[src/rtl/event_stretch.sv]
// Stretches single-cycle event strobes into fixed-length output windows with a guaranteed
// low gap, queueing events that arrive mid-window. Optional: EVENT_STRETCH_RETRIGGER_EN.
module event_stretch #(
  parameter int unsigned ON_CYCLES  = 20000000,
  parameter int unsigned OFF_CYCLES = 10000000,
  parameter int unsigned CNT_W      = 4,
  parameter int unsigned TIMER_W    = 31
) (
  input  logic             clk,
  input  logic             rst_n,
  input  logic             pulseIn,
  input  logic             clear,
  output logic             ledOut,
  output logic             busy,
  output logic [CNT_W-1:0] pending,
  output logic             overflow
);

  localparam logic [TIMER_W-1:0] OnLoad  = TIMER_W'(ON_CYCLES - 1);
  localparam logic [TIMER_W-1:0] OffLoad = TIMER_W'(OFF_CYCLES - 1);
  localparam logic [CNT_W-1:0]   PendMax = {CNT_W{1'b1}};

  typedef enum logic [1:0] {StIdle, StOn, StOff} state_e;

  state_e             state_q, state_d;
  logic [TIMER_W-1:0] timer_q, timer_d;
  logic [CNT_W-1:0]   pend_q, pend_d;
  logic               ovf_q, ovf_d;
  logic               led_q, led_d;
  logic               busy_q, busy_d;
  logic               inc, dec, expired;

  always_comb begin
    state_d = state_q;
    timer_d = timer_q;
    pend_d  = pend_q;
    ovf_d   = ovf_q;
    inc     = 1'b0;
    dec     = 1'b0;
    expired = (timer_q == '0);

    unique case (state_q)
      StIdle: begin
        if (pulseIn) begin
          state_d = StOn;
          timer_d = OnLoad;
        end
      end
      StOn: begin
`ifdef EVENT_STRETCH_RETRIGGER_EN
        if (pulseIn) begin
          timer_d = OnLoad;
        end else if (expired) begin
          state_d = StOff;
          timer_d = OffLoad;
        end else begin
          timer_d = timer_q - 1'b1;
        end
`else
        inc = pulseIn;
        if (expired) begin
          state_d = StOff;
          timer_d = OffLoad;
        end else begin
          timer_d = timer_q - 1'b1;
        end
`endif
      end
      StOff: begin
        inc = pulseIn;
        if (expired) begin
          if ((pend_q != '0) || pulseIn) begin
            // Leaving OFF always consumes one event: queued, or the one arriving now.
            state_d = StOn;
            timer_d = OnLoad;
            dec     = 1'b1;
          end else begin
            state_d = StIdle;
          end
        end else begin
          timer_d = timer_q - 1'b1;
        end
      end
      default: begin
        state_d = StIdle;
        timer_d = '0;
      end
    endcase

    if (inc && !dec) begin
      if (pend_q == PendMax) begin
        ovf_d = 1'b1;
      end else begin
        pend_d = pend_q + 1'b1;
      end
    end else if (dec && !inc) begin
      pend_d = pend_q - 1'b1;
    end

    if (clear) begin
      state_d = StIdle;
      timer_d = '0;
      pend_d  = '0;
      ovf_d   = 1'b0;
    end

    led_d  = (state_d == StOn);
    busy_d = (state_d != StIdle);
  end

  always_ff @(posedge clk or negedge rst_n) begin
    if (!rst_n) begin
      state_q <= StIdle;
      timer_q <= '0;
      pend_q  <= '0;
      ovf_q   <= 1'b0;
      led_q   <= 1'b0;
      busy_q  <= 1'b0;
    end else begin
      state_q <= state_d;
      timer_q <= timer_d;
      pend_q  <= pend_d;
      ovf_q   <= ovf_d;
      led_q   <= led_d;
      busy_q  <= busy_d;
    end
  end

  assign ledOut   = led_q;
  assign busy     = busy_q;
  assign pending  = pend_q;
  assign overflow = ovf_q;

endmodule

[config.mk]
export PLATFORM = sky130hd
export DESIGN_NAME = event_stretch
export DESIGN_NICKNAME = d
export VERILOG_FILES = /design/src/rtl/event_stretch.sv
export SDC_FILE = /design/constraint.sdc
export NUM_CORES = 1
export LEC_CHECK = 0
export ABC_CLOCK_PERIOD_IN_PS = 4500
export CAP_MARGIN = 20
export CORE_ASPECT_RATIO = 1.4
export CORE_MARGIN = 1.5
export CORE_UTILIZATION = 60
export CTS_BUF_LIST = sky130_fd_sc_hd__clkbuf_2 sky130_fd_sc_hd__clkbuf_4 sky130_fd_sc_hd__clkbuf_8
export DETAILED_ROUTE_END_ITERATION = 8
export PLACE_DENSITY = 0.79
export SETUP_SLACK_MARGIN = 0.02
export SYNTH_ARGS = -nofsm -noshare
export SYNTH_HDL_FRONTEND = slang
export SYNTH_SLANG_ARGS = --single-unit
[constraint.sdc]
create_clock -name clk -period 4.5 [get_ports clk]
set_input_delay 0.675 -clock clk [delete_from_list [all_inputs] [get_ports clk]]
set_output_delay 0.675 -clock clk [all_outputs]
set_load 0.05 [all_outputs]
==> results.sh, run 1 <==
export IMPL_design_area_mm2=0.00301
export IMPL_rsz0062_at_grt="false"
export IMPL_postPlaceCellArea_mm2=0.00290
export IMPL_cts_root_buf="clkbuf_8"
export IMPL_fmax_mhz=312
export IMPL_ant_nets=0
export IMPL_dieArea_mm2=0.00502
export IMPL_p_clk_frac=0.314
export IMPL_setup_tns_ns=0
export IMPL_holdWs_ns=0.500
export IMPL_avgSynthCellArea_um2=8.26
export IMPL_drv_slew=0
export IMPL_syn_nets=346
export IMPL_cpPeakStageDelay_ns=0.59
export IMPL_combPwrFrac=0.252
export IMPL_min_period_ns=3.20
export IMPL_totalWireLength_um=6870
export IMPL_die_h_um=83.3
export IMPL_relSlewSlack=0.402
export IMPL_use_met2=0.477
export IMPL_grt_ovfl_total=0
export IMPL_clock_latency_ns=0.30
export IMPL_top_level_ports=11
export IMPL_layout_drive_gt1_share=0.0731
export IMPL_cts_htree_levels=2
export IMPL_peakVddDrop_v=0.000218
export IMPL_dr_pass1_iters=5
export IMPL_synth_seq_cells=40
export IMPL_hold_viol=0
export IMPL_path_class="flip-flop to flip-flop"
export IMPL_dpl_hpwl_um=4730
export IMPL_clockBufferDepth=2
export IMPL_fp_row_count=29
export IMPL_cp_required_ns=4.69
export IMPL_hold_buffers=0
export IMPL_syn_inst=334
export IMPL_grt_pass1_wl_um=11300
export IMPL_critPathCaptureType="flip-flop"
export IMPL_cts_tree="built"
export IMPL_synth_edf_count=0
export IMPL_period_share=0.711
export IMPL_slowest_stage="nor4_4"
export IMPL_synthToLayoutAreaGrowth_pct=8.98
export IMPL_cp_arrival_ns=3.40
export IMPL_path_delay_family="simple AND/OR/NAND/NOR gates"
export IMPL_path_cells="nor3_2, nand3_1, nor4_4, nor2_1, inv_1, ha_1, and2_1, or4_1, o311ai_1"
export IMPL_grt_util_met3=0.0467
export IMPL_min_path_type="input port to asynchronous set/reset pin"
export IMPL_antenna_diode_count=0
export IMPL_numCtsBuffers=5
export IMPL_p_leak_nw=1.26
export IMPL_grt_pass1_vias=2408
export IMPL_yosysSeqAreaShare=0.363
export IMPL_fin_nets=353
export IMPL_vias=2609
export IMPL_max_cap_violations=0
export IMPL_place_congestion=0.863
export IMPL_antenna_found_initial=0
export IMPL_drt_iter0_drc=214
export IMPL_grt_use_total=0.291
export IMPL_setup_viol=0
export IMPL_power_density_mw_per_mm2=317
export IMPL_p_switching_mw=0.318
export IMPL_p_sw_frac=0.334
export IMPL_die_w_um=60.3
export IMPL_crit_cells=9
export IMPL_path_clk_slew_ns=0.08
export IMPL_r2r_cells=9
export IMPL_clock_sinks=40
export IMPL_drc=0
export IMPL_io_buffers=10
export IMPL_p_int_mw=0.635
export IMPL_tightest_slew_ns=0.896
export IMPL_status="finished, final reports clean"
export IMPL_grt_max_degree=41
export IMPL_syn_area_mm2=0.00276
export IMPL_path_buf_inv=1
export IMPL_synth_warnings=0
export IMPL_busiest_layer="met2"
export IMPL_cts_resized=0
export IMPL_synthFlopType="dfrtp_1"
export IMPL_skew_ns=0.00660
export IMPL_wl_per_cell_um=17.0
export IMPL_use_met1=0.372
export IMPL_start_util=0.618
export IMPL_core_mm2=0.00446
export IMPL_worstSetupStartpointType="flip-flop"
export IMPL_cts_setup_buffers=0
export IMPL_viasPerCell=6.46
export IMPL_async_flop_share=1.00
export IMPL_path_max_fanout=15
export IMPL_pwr_share_seq=0.434
export IMPL_ys_types=55
cells by family after synthesis:
logic type               count (synthesis)  synth area share
AO/OA/AOI/OAI                           91             0.200
XOR/XNOR                                 8            0.0254
adder cells (fa/ha/maj)                  8            0.0363
buffers and inverters                   25            0.0376
flip-flops                              40             0.363
multiplexers                             3            0.0109
AND/OR/NAND/NOR                        159             0.327
layer usage:
| metal | vias up | wire length, um |
|---|---|---|
| met4 | 0 | 222 |
| met5 | - | 0 |
| met2 | 101 | 3420 |
| li1 | 1240 | - |
| met3 | 28 | 354 |
| met1 | 1240 | 2870 |
flip-flops by register name, indices dropped and copies added, names as in the netlist:
name / flops
busy: 1
ledOut: 1
overflow: 1
pending: 4
state_q: 2
timer_q: 31
power groups by stage:
stage / combinational [mW] / sequential [mW] / clock [mW]
2_1_floorplan: 0.166 / 0.428 / 0
3_3_place_gp: 0.233 / 0.419 / 0
3_5_place_dp: 0.236 / 0.420 / 0
4_1_cts: 0.238 / 0.413 / 0.304
5_1_grt: 0.262 / 0.418 / 0.318
6_report: 0.240 / 0.414 / 0.299
worst reg2reg max path, cell delays in order, from the launching register on:
cell and delay (ns):
dfrtp_1 0.44, nor3_2 0.24, nand3_1 0.45, nor4_4 0.60
nor2_1 0.20, inv_1 0.09, ha_1 0.27, and2_1 0.17
or4_1 0.39, o311ai_1 0.26
layout make-up:
| type | count | area, um2 |
|---|---|---|
| clock buffers | 6 | 76.3 |
| clock inverters | 2 | 35.0 |
| fillers | 394 | 1460 |
| inverters | 12 | 45.0 |
| multi-input cells | 269 | 1660 |
| flip-flops and latches | 40 | 1000 |
| well taps | 62 | 77.6 |
| repair buffers | 13 | 118 |
worst paths after layout:
check	startpoint	endpoint	slack, ns
min in group clk	timer_q[29]$_DFFE_PN0P_	timer_q[29]$_DFFE_PN0P_	0.53
max reg2reg	timer_q[13]$_DFFE_PN0P_	pending[3]$_DFFE_PN0P_	1.30
max	timer_q[13]$_DFFE_PN0P_	pending[3]$_DFFE_PN0P_	1.30
min reg2reg	timer_q[29]$_DFFE_PN0P_	timer_q[29]$_DFFE_PN0P_	0.53
max in group asynchronous	rst_n	timer_q[26]$_DFFE_PN0P_	3.44
min	rst_n	timer_q[22]$_DFFE_PN0P_	0.50
synth_stat cells (4+ instances only):
| library cell | count | area share |
|---|---|---|
| a21o_1 | 6 | 0.016 |
| a21oi_1 | 24 | 0.044 |
| a31oi_1 | 7 | 0.016 |
| buf_2 | 5 | 0.0091 |
| clkbuf_1 | 7 | 0.0095 |
| dfrtp_1 | 40 | 0.36 |
| ha_1 | 8 | 0.036 |
| inv_1 | 12 | 0.016 |
| nand2_1 | 47 | 0.064 |
| nand2b_1 | 5 | 0.011 |
| nand3_1 | 7 | 0.013 |
| nand3b_1 | 6 | 0.016 |
| nor2_1 | 20 | 0.027 |
| nor2b_1 | 4 | 0.0091 |
| nor3_1 | 20 | 0.036 |
| nor4_1 | 7 | 0.016 |
| nor4_2 | 4 | 0.018 |
| o211ai_1 | 4 | 0.011 |
| o21ai_0 | 18 | 0.033 |
| o21ai_1 | 10 | 0.018 |
| o31ai_1 | 5 | 0.014 |
| or3_1 | 8 | 0.018 |
| or4_1 | 6 | 0.016 |
| xnor2_1 | 4 | 0.013 |
| xor2_1 | 4 | 0.013 |
placed cells by master (no fill, tap or decap), types with 8 or more instances in the layout:
master,n
o21ai_0,18
a21oi_1,24
clkdlybuf4s50_1,9
or3_1,8
inv_1,12
o21ai_1,10
nor3_1,20
nand2_1,47
dfrtp_1,40
nor2_1,20
ha_1,8
metrics by stage:
step,setup WS [ns],cells,util,total power [mW]
after global placement,1.49,396,0.649,0.652
after global routing,1.05,404,0.674,0.998
after floorplan,1.86,334,-,0.593
final,1.30,404,0.674,0.952
after CTS,1.34,404,0.674,0.954
after detailed placement,1.37,396,0.649,0.656
No activity file was read; power rests on OpenSTA's default activity.
==> inputs of run 2 (changes only) <==
--- a/config.mk
+++ b/config.mk
@@ -5,14 +5,14 @@
 export SDC_FILE = /design/constraint.sdc
 export NUM_CORES = 1
 export LEC_CHECK = 0
-export ABC_CLOCK_PERIOD_IN_PS = 4500
+export ABC_CLOCK_PERIOD_IN_PS = 2700
 export CAP_MARGIN = 20
 export CORE_ASPECT_RATIO = 1.4
 export CORE_MARGIN = 1.5
-export CORE_UTILIZATION = 60
+export CORE_UTILIZATION = 57
 export CTS_BUF_LIST = sky130_fd_sc_hd__clkbuf_2 sky130_fd_sc_hd__clkbuf_4 sky130_fd_sc_hd__clkbuf_8
 export DETAILED_ROUTE_END_ITERATION = 8
-export PLACE_DENSITY = 0.79
+export PLACE_DENSITY = 0.78
 export SETUP_SLACK_MARGIN = 0.02
 export SYNTH_ARGS = -nofsm -noshare
 export SYNTH_HDL_FRONTEND = slang
==> constraint.sdc (replaced) <==
create_clock -name clk -period 2.7 [get_ports clk]
set_input_delay 0.405 -clock clk [delete_from_list [all_inputs] [get_ports clk]]
set_output_delay 0.405 -clock clk [all_outputs]
set_load 0.05 [all_outputs]
==> results.sh, run 2 (same netlist as run 1, synthesis figures left out) <==
export IMPL_path_buf_inv=2
export IMPL_r2r_start="timer_q[0]$_DFFE_PN0P_"
export IMPL_start_util=0.599
export IMPL_dp_slack_ns=0.0906
export IMPL_rrSetupSlack_ns=0.11
export IMPL_vias=2747
export IMPL_core_mm2=0.00461
export IMPL_min_period_ns=2.59
export IMPL_io_buffers=10
export IMPL_combPwrFrac=0.301
export IMPL_dieArea_mm2=0.00527
export IMPL_top_register="timer_q"
export IMPL_pwr_share_seq=0.442
export IMPL_path_delay_family="simple AND/OR/NAND/NOR gates"
export IMPL_p_clk_frac=0.257
export IMPL_drv_slew=0
export IMPL_crit_top_cell="inv_1"
export IMPL_period_share=0.959
export IMPL_final_common_cell="nand2_1"
export IMPL_numCtsBuffers=5
export IMPL_drc=0
export IMPL_grt_max_degree=41
export IMPL_p_int_mw=1.00
export IMPL_tightest_slew_ns=0.922
export IMPL_p_switching_mw=0.553
export IMPL_cts_root_buf="clkbuf_8"
export IMPL_wl_per_cell_um=17.4
export IMPL_final_cell_mix="47 x nand2_1, 40 x dfrtp_1, 28 x buf_4"
export IMPL_grt_ovfl_total=0
export IMPL_fp_row_count=29
export IMPL_largest_reg_flops=31
export IMPL_cts_tree="built"
export IMPL_status="finished, final reports clean"
export IMPL_clock_latency_ns=0.30
export IMPL_dr_pass1_iters=5
export IMPL_path_max_fanout=6
export IMPL_skew_ns=0.00793
export IMPL_postPlaceCellArea_mm2=0.00305
export IMPL_grt_pass1_vias=2610
export IMPL_design_area_mm2=0.00322
export IMPL_fin_nets=378
export IMPL_die_w_um=61.8
export IMPL_p_sw_frac=0.355
export IMPL_setup_viol=0
export IMPL_n_fill_cell=399
export IMPL_cp_required_ns=2.90
export IMPL_grt_use_total=0.298
export IMPL_viasPerCell=6.42
export IMPL_grt_pass1_wl_um=12000
export IMPL_cpPeakStageDelay_ns=0.42
export IMPL_timing_rr_end="pending[3]$_DFFE_PN0P_"
export IMPL_drt_iter0_drc=164
export IMPL_peakVddDrop_v=0.000302
export IMPL_slowest_stage="dfrtp_1"
export IMPL_path_clk_slew_ns=0.08
export IMPL_antenna_diode_count=0
export IMPL_rsz0062_at_grt="true"
export IMPL_path_cells="inv_1, ha_1, nor2b_2, nand4_2, nor4_4, nor2_1, inv_1, ha_4, and2_1, or4_1, o311ai_1"
export IMPL_synthToLayoutAreaGrowth_pct=16.5
export IMPL_setup_slack_ns=0.110
export IMPL_multiInputGateArea_mm2=0.00171
export IMPL_clockBufferDepth=2
export IMPL_min_path_type="input port to asynchronous set/reset pin"
export IMPL_top_level_ports=11
export IMPL_max_cap_violations=0
export IMPL_path_class="flip-flop to flip-flop"
export IMPL_crit_cells=11
export IMPL_p_leak_nw=1.39
export IMPL_die_h_um=85.3
export IMPL_layout_drive_gt1_share=0.145
export IMPL_place_congestion=0.856
export IMPL_ant_nets=0
export IMPL_final_seq_area_mm2=0.00100
export IMPL_power_density_mw_per_mm2=484
export IMPL_antenna_found_initial=0
export IMPL_critPathCaptureType="flip-flop"
export IMPL_r2r_cells=11
export IMPL_cp_arrival_ns=2.79
export IMPL_fmax_mhz=386
export IMPL_worstSetupStartpointType="flip-flop"
export IMPL_holdWs_ns=0.240
export IMPL_relSlewSlack=0.386
export IMPL_totalWireLength_um=7460
export IMPL_hold_viol=0
export IMPL_cts_htree_levels=2
export IMPL_clock_sinks=40
export IMPL_dpl_hpwl_um=5070
==> run 2: area by class of cell <==
type	count	area share
repair buffers	38	0.0949
well taps	62	0.0241
flip-flops and latches	40	0.311
clock inverters	1	0.00156
multi-input cells	269	0.530
inverters	12	0.0140
clock buffers	6	0.0237
==> run 2: worst max-delay path by stage <==
stage | start | to
final | timer_q[0]$_DFFE_PN0P_ | pending[3]$_DFFE_PN0P_
after floorplan | timer_q[0]$_DFFE_PN0P_ | pending[3]$_DFFE_PN0P_
after CTS | timer_q[26]$_DFFE_PN0P_ | pending[3]$_DFFE_PN0P_
after detailed placement | timer_q[26]$_DFFE_PN0P_ | pending[3]$_DFFE_PN0P_
after global routing | timer_q[0]$_DFFE_PN0P_ | pending[3]$_DFFE_PN0P_
after global placement | timer_q[0]$_DFFE_PN0P_ | pending[3]$_DFFE_PN0P_
==> run 2: metal layers <==
| layer | vias up | global-route usage | wire length (um) |
|---|---|---|---|
| met4 | 0 | 0.128 | 166 |
| met2 | 111 | 0.494 | 3840 |
| met5 | - | 0 | 0 |
| met1 | 1331 | 0.371 | 2990 |
| met3 | 16 | 0.0488 | 468 |
| li1 | 1289 | - | - |
==> run 2: power groups by stage <==
stage,logic [mW],clock network [mW],registers (mW)
5_1_grt,0.514,0.420,0.694
4_1_cts,0.445,0.404,0.687
6_report,0.469,0.400,0.689
3_3_place_gp,0.433,0,0.697
2_1_floorplan,0.276,0,0.713
3_5_place_dp,0.442,0,0.699
==> run 2: metrics by stage <==
step	std cells	TNS, ns	util	power, mW
6_report	428	0	0.698	1.56
5_1_grt	428	-0.0952	0.698	1.63
4_1_cts	423	0	0.679	1.54
3_5_place_dp	416	0	0.661	1.14
3_3_place_gp	416	0	0.661	1.13
2_1_floorplan	334	0	-	0.989
==> run 2: timing repair <==
| action | CTS | global route |
|---|---|---|
| setup endpoints to repair | 0 | 3 |
| hold buffers | 0 | 0 |
| setup buffers | 0 | 5 |
| resized for setup | 0 | 7 |
==> inputs of run 3 (changes only) <==
--- a/config.mk
+++ b/config.mk
@@ -5,7 +5,6 @@
 export SDC_FILE = /design/constraint.sdc
 export NUM_CORES = 1
 export LEC_CHECK = 0
-export ABC_CLOCK_PERIOD_IN_PS = 2700
 export CAP_MARGIN = 20
 export CORE_ASPECT_RATIO = 1.4
 export CORE_MARGIN = 1.5
==> results of run 3 <==
Final layout, timing and power as in run 2 (identical DEF).
==> RTL change 1, RTL diff (flow settings as in run 3) <==
The parameter `CNT_W` goes from 4 to 6.
--- a/src/rtl/event_stretch.sv
+++ b/src/rtl/event_stretch.sv
@@ -3,7 +3,7 @@
 module event_stretch #(
   parameter int unsigned ON_CYCLES  = 20000000,
   parameter int unsigned OFF_CYCLES = 10000000,
-  parameter int unsigned CNT_W      = 4,
+  parameter int unsigned CNT_W      = 6,
   parameter int unsigned TIMER_W    = 31
 ) (
   input  logic             clk,
Interface: changed (resized pending); port bits go from 11 to 13. The function was not compared with the original's and may differ.
==> RTL change 1 against run 3 <==
Sequential cell count is 2 higher. The run now ends with negative setup slack left. Critical endpoint is now pending[5]$_DFFE_PN0P_. Design area increased by 18%. Setup slack got worse by 390 ps. Count of clock-buffer cells in the layout is 1 higher. Synthesized area up 6.0%. Routed wire length rose by 17%. Utilization increased by 7.8 points.
Power is not compared: it rests on default switching activity, and its combinational part moved more than twofold at a synthesized area within 25%.
==> RTL change 1: results (changes against run 3) <==
Parameter                              Value

Outcome
  Status    finished with violations
  Violations in the final reports    negative setup slack

Finish
  Filler cells    342 (-14%)
  Net count reported at finish    420 (+11%)
  Fraction of final layout cells with drive strength greater than 1    0.296 (+0.151)

Logic synthesis
  Count of distinct cell types in the synthesized netlist    67 (+22%)
  Most area-consuming cells after synthesis    dfrtp_1, o21ai_0, ha_1, nand2_1, nor3_1
  Synth top cells by count    dfrtp_1, o21ai_0, nand2_1
  Number of nets in the synthesized netlist    343 (-0.87%)
  Fraction of synthesized cell area in xor and xnor cells    0.0240 (-0.00143)
  Multiplexer area fraction after synthesis    0.0257 (+0.0148)
  Library cell with the highest instance count after synthesis    dfrtp_1

Setup path
  Crit path max fanout    4 (-2)
  Crit path max-delay cell type    or4_4
  Logic depth of the worst register-to-register path    12 (+1)
  Endpoint of the worst register-to-register path    pending[5]$_DFFE_PN0P_
  Critical register-to-register path startpoint    timer_q[15]$_DFFE_PN0P_
  Arr. time, crit path    3170 ps (+380 ps)

Placed design
  Pre-CTS setup slack    -293 ps (-384 ps)
  Count of input and output buffers    12 (+2)
  Placement Cell Area    0.00357 mm² (+17%)
  Final weighted congestion in routability-driven placement    0.873 (+1.9%)
  HPWL after detailed placement    6030 µm (+19%)

Global route
  Via count of the first global-routing pass    2,964 (+14%)
  Met1 Usage GRT    0.351 (-0.0205)
  GR Util All Layers    0.314 (+0.0155)
  Met2 track demand over resource    0.575 (+0.0813)
  Met3 capacity usage during global routing    0.0411 (-0.00765)
  Wire length of the first global-routing pass    13,700 µm (+14%)
  Maximum number of pins on one net before global-route repair    43 (+4.9%)

Drt
  Average wire per standard cell    18.6 µm (+6.4%)
  Wire length on met3    459 µm (-1.9%)
  Met2 WL    4560 µm (+19%)
  Violation count after the first detailed-routing iteration    214 (+30%)
  Total number of vias    3,063 (+12%)
  Initial DRT Pass Iterations    5 (unchanged)

Timing
  Worst relative slew slack    0.356 (-0.0295)
  Final setup margin    -279 ps (-388 ps)
  Clock skew    6.03 ps (-1.90 ps)
  Total of endpoints with negative setup slack in the final report    4 (+4)

Clocking
  Resized cells post-CTS    9 (+9)
  Post-CTS Setup Repair Bufs    4 (+4)
-- RTL change 1: final cells by class --
cell class              count  area share
clock buffers               7      0.0221
multi-input cells         261       0.486
well taps                  64      0.0212
repair buffers             85       0.182
inverters                  10      0.0106
flip-flops and latches     42       0.278
-- RTL change 1: stage by stage --
| stage | TNS, ps | hold slack (ps) | cells | util |
|---|---|---|---|---|
| floorplan | -545 | 109 | 328 | - |
| global placement | -348 | 466 | 455 | 0.732 |
| detailed placement | -570 | 482 | 455 | 0.732 |
| CTS | -367 | 296 | 466 | 0.760 |
| global route | -824 | 342 | 469 | 0.776 |
| finish | -427 | 251 | 469 | 0.776 |
-- RTL change 1: power by group --
part	total [mW]	switching, mW	internal [mW]
combinational	1.27	0.674	0.595
clock	0.421	0.223	0.199
sequential	0.791	0.0910	0.700
-- RTL change 1: cell families after synthesis --
group | after synthesis
fa+ha+maj | 11
simple gates | 124
xor+xnor | 8
compound gates | 113
mux | 5
flops | 42
buf+inv | 25
==> RTL change 2, RTL diff (settings of run 3) <==
Without the edit above. The 3 states of `state_e` get a one-hot encoding in 3 bits.
--- a/src/rtl/event_stretch.sv
+++ b/src/rtl/event_stretch.sv
@@ -20,7 +20,7 @@
   localparam logic [TIMER_W-1:0] OffLoad = TIMER_W'(OFF_CYCLES - 1);
   localparam logic [CNT_W-1:0]   PendMax = {CNT_W{1'b1}};
 
-  typedef enum logic [1:0] {StIdle, StOn, StOff} state_e;
+  typedef enum logic [2:0] {StIdle = 3'b001, StOn = 3'b010, StOff = 3'b100} state_e;
 
   state_e             state_q, state_d;
   logic [TIMER_W-1:0] timer_q, timer_d;
Formal check against the unedited RTL: same outputs for any inputs over 10 cycles, from zero or initial values and one cycle with rst_n low; not proved beyond that.
==> RTL change 2 against run 3 <==
Non-clock buffer count up 15. Fmax up 0.52%. Critical path type unchanged. Hold slack worse by 7.0 ps. Final cell count down 5.8%. Largest cell class unchanged. Synthesized area down 7.9%. Power up 33%. Routed wire length down 8.7%. Synthesized cell count down 13%. Design area down 1.8%. Largest power group is now combinational logic. Setup slack better by 13 ps. First-iteration DRC count down 22%. Highest routed layer unchanged. Sequential cell count up 1. Clock skew up 6.1 ps. Count of clock-buffer cells in the layout up 1.
==> RTL change 2: results (changes against run 3) <==
Parameter                              Value

Power and ir drop
  Internal    1.27 mW (+26%)
  Leak Pwr    1.40 nW (+0.84%)
  Power attributed to sequential cells    0.788 mW (+14%)
  Flop pwr share    0.381 (-0.061)
  Part of the power in the clock network    0.219 (-0.038)

Finish
  Number of clock-tree buffers in the layout    7 (+1)
  Fraction of final layout cells with drive strength greater than 1    0.239 (+0.0943)
  Non-clk buf share    0.136 (+0.0409)
  Cell area after layout    0.00316 mm² (-1.8%)
  Fraction of standard cell area in multi-input logic    0.465 (-0.0658)
  Non-clock buffer total of the final layout    53 (+39%)
  Filler cells    302 (-24%)
  Final clock-cell share    0.0321 (+0.00679)
  #MultiIn Comb    227 (-16%)
  Net count reported at finish    351 (-7.1%)
  Invs w/o clock    14 (+2)
  Sequential standard cell area    0.00103 mm² (+3.2%)

Logic synthesis
  Compound-gate portion of the synthesized area    0.218 (+0.0173)
  Count of distinct cell types in the synthesized netlist    51 (-7.3%)
  Multiplexer area fraction after synthesis    0.0158 (+0.00488)
  Yosys reg bits    41 (+2.5%)
  Synth top cells by count    dfrtp_1, nor2_1, nand2_1
  Sequential share of the synthesized area    0.404 (+0.0416)
  Fraction of synthesized cell area in xor and xnor cells    0.0207 (-0.00471)
  Most area-consuming cells after synthesis    dfrtp_1, o21ai_0, nor2_1, nand2_1, nor3_1
  Post-Synthesis Mean Instance Area    8.70 µm² (+5.3%)
  Synth Area in Adders    0.0276 (-0.00869)
  Number of nets in the synthesized netlist    301 (-13%)

Drt
  Routed vias/inst    6.12 (-4.6%)
  Detailed-route wire length    6810 µm (-8.7%)
  Initial DRT Pass Iterations    4 (-1)
  Wire length on met3    442 µm (-5.6%)
  Total number of vias    2,467 (-10%)
  Met2 WL    3560 µm (-7.3%)
  Detailed-route wire length on metal 1    2510 µm (-16%)
  Violation count after the first detailed-routing iteration    128 (-22%)

Global route
  Wire length of the first global-routing pass    11,200 µm (-6.6%)
  Via count of the first global-routing pass    2,428 (-7.0%)
  GR Util All Layers    0.308 (+0.00975)
  Met1 Usage GRT    0.352 (-0.0196)
  Maximum number of pins on one net before global-route repair    42 (+2.4%)
  Met3 capacity usage during global routing    0.0646 (+0.0158)
  Met2 track demand over resource    0.527 (+0.0337)

Outcome
  Status    complete, no violations

Setup path
  Arr. time, crit path    2770 ps (-20 ps)
  Crit path max fanout    2 (-4)

Placed design
  Final weighted congestion in routability-driven placement    0.874 (+2.1%)
  Pre-CTS setup slack    -418 ps (-508 ps)
  HPWL after detailed placement    4530 µm (-11%)
  Cell count after placement    387 (-7.0%)
  Placement Cell Area    0.00296 mm² (-3.0%)

Die
  Standard cell core area    0.00424 mm² (-8.0%)

Clocking
  Resized cells post-CTS    3 (+3)
  Clock latency on the worst-skew pair    roughly 310 ps
  Post-CTS Setup Repair Bufs    3 (+3)

Timing
  Clock skew    14.0 ps (+6.09 ps)
  Worst-Margin Slew    934 ps (+12.1 ps)
-- RTL change 2: path summary, 6_finish.rpt --
kind	cells past startpoint	end	slack, ps	start
worst min register to register	1	timer_q[5]$_DFFE_PN0P_	480	timer_q[5]$_DFFE_PN0P_
max in group asynchronous	1	pending[3]$_DFFE_PN0P_	1810	rst_n
worst max register to register	12	pending[3]$_DFFE_PN0P_	120	pending[0]$_DFFE_PN0P_
min in group clk	1	timer_q[5]$_DFFE_PN0P_	480	timer_q[5]$_DFFE_PN0P_
worst max-delay path	12	pending[3]$_DFFE_PN0P_	120	pending[0]$_DFFE_PN0P_
worst min-delay path	1	timer_q[12]$_DFFE_PN0P_	230	rst_n
-- RTL change 2: critical path, stage by stage, from the launching register on --
cell and delay [ps]:
dfrtp_2 430, or4_4 570, o21ai_4 170, nor4_4 70, nor2_2 120, inv_2 50
buf_4 130, ha_1 290, a21oi_2 170, nor2_1 60, mux2i_1 160, xor2_1 190
nor2_1 60
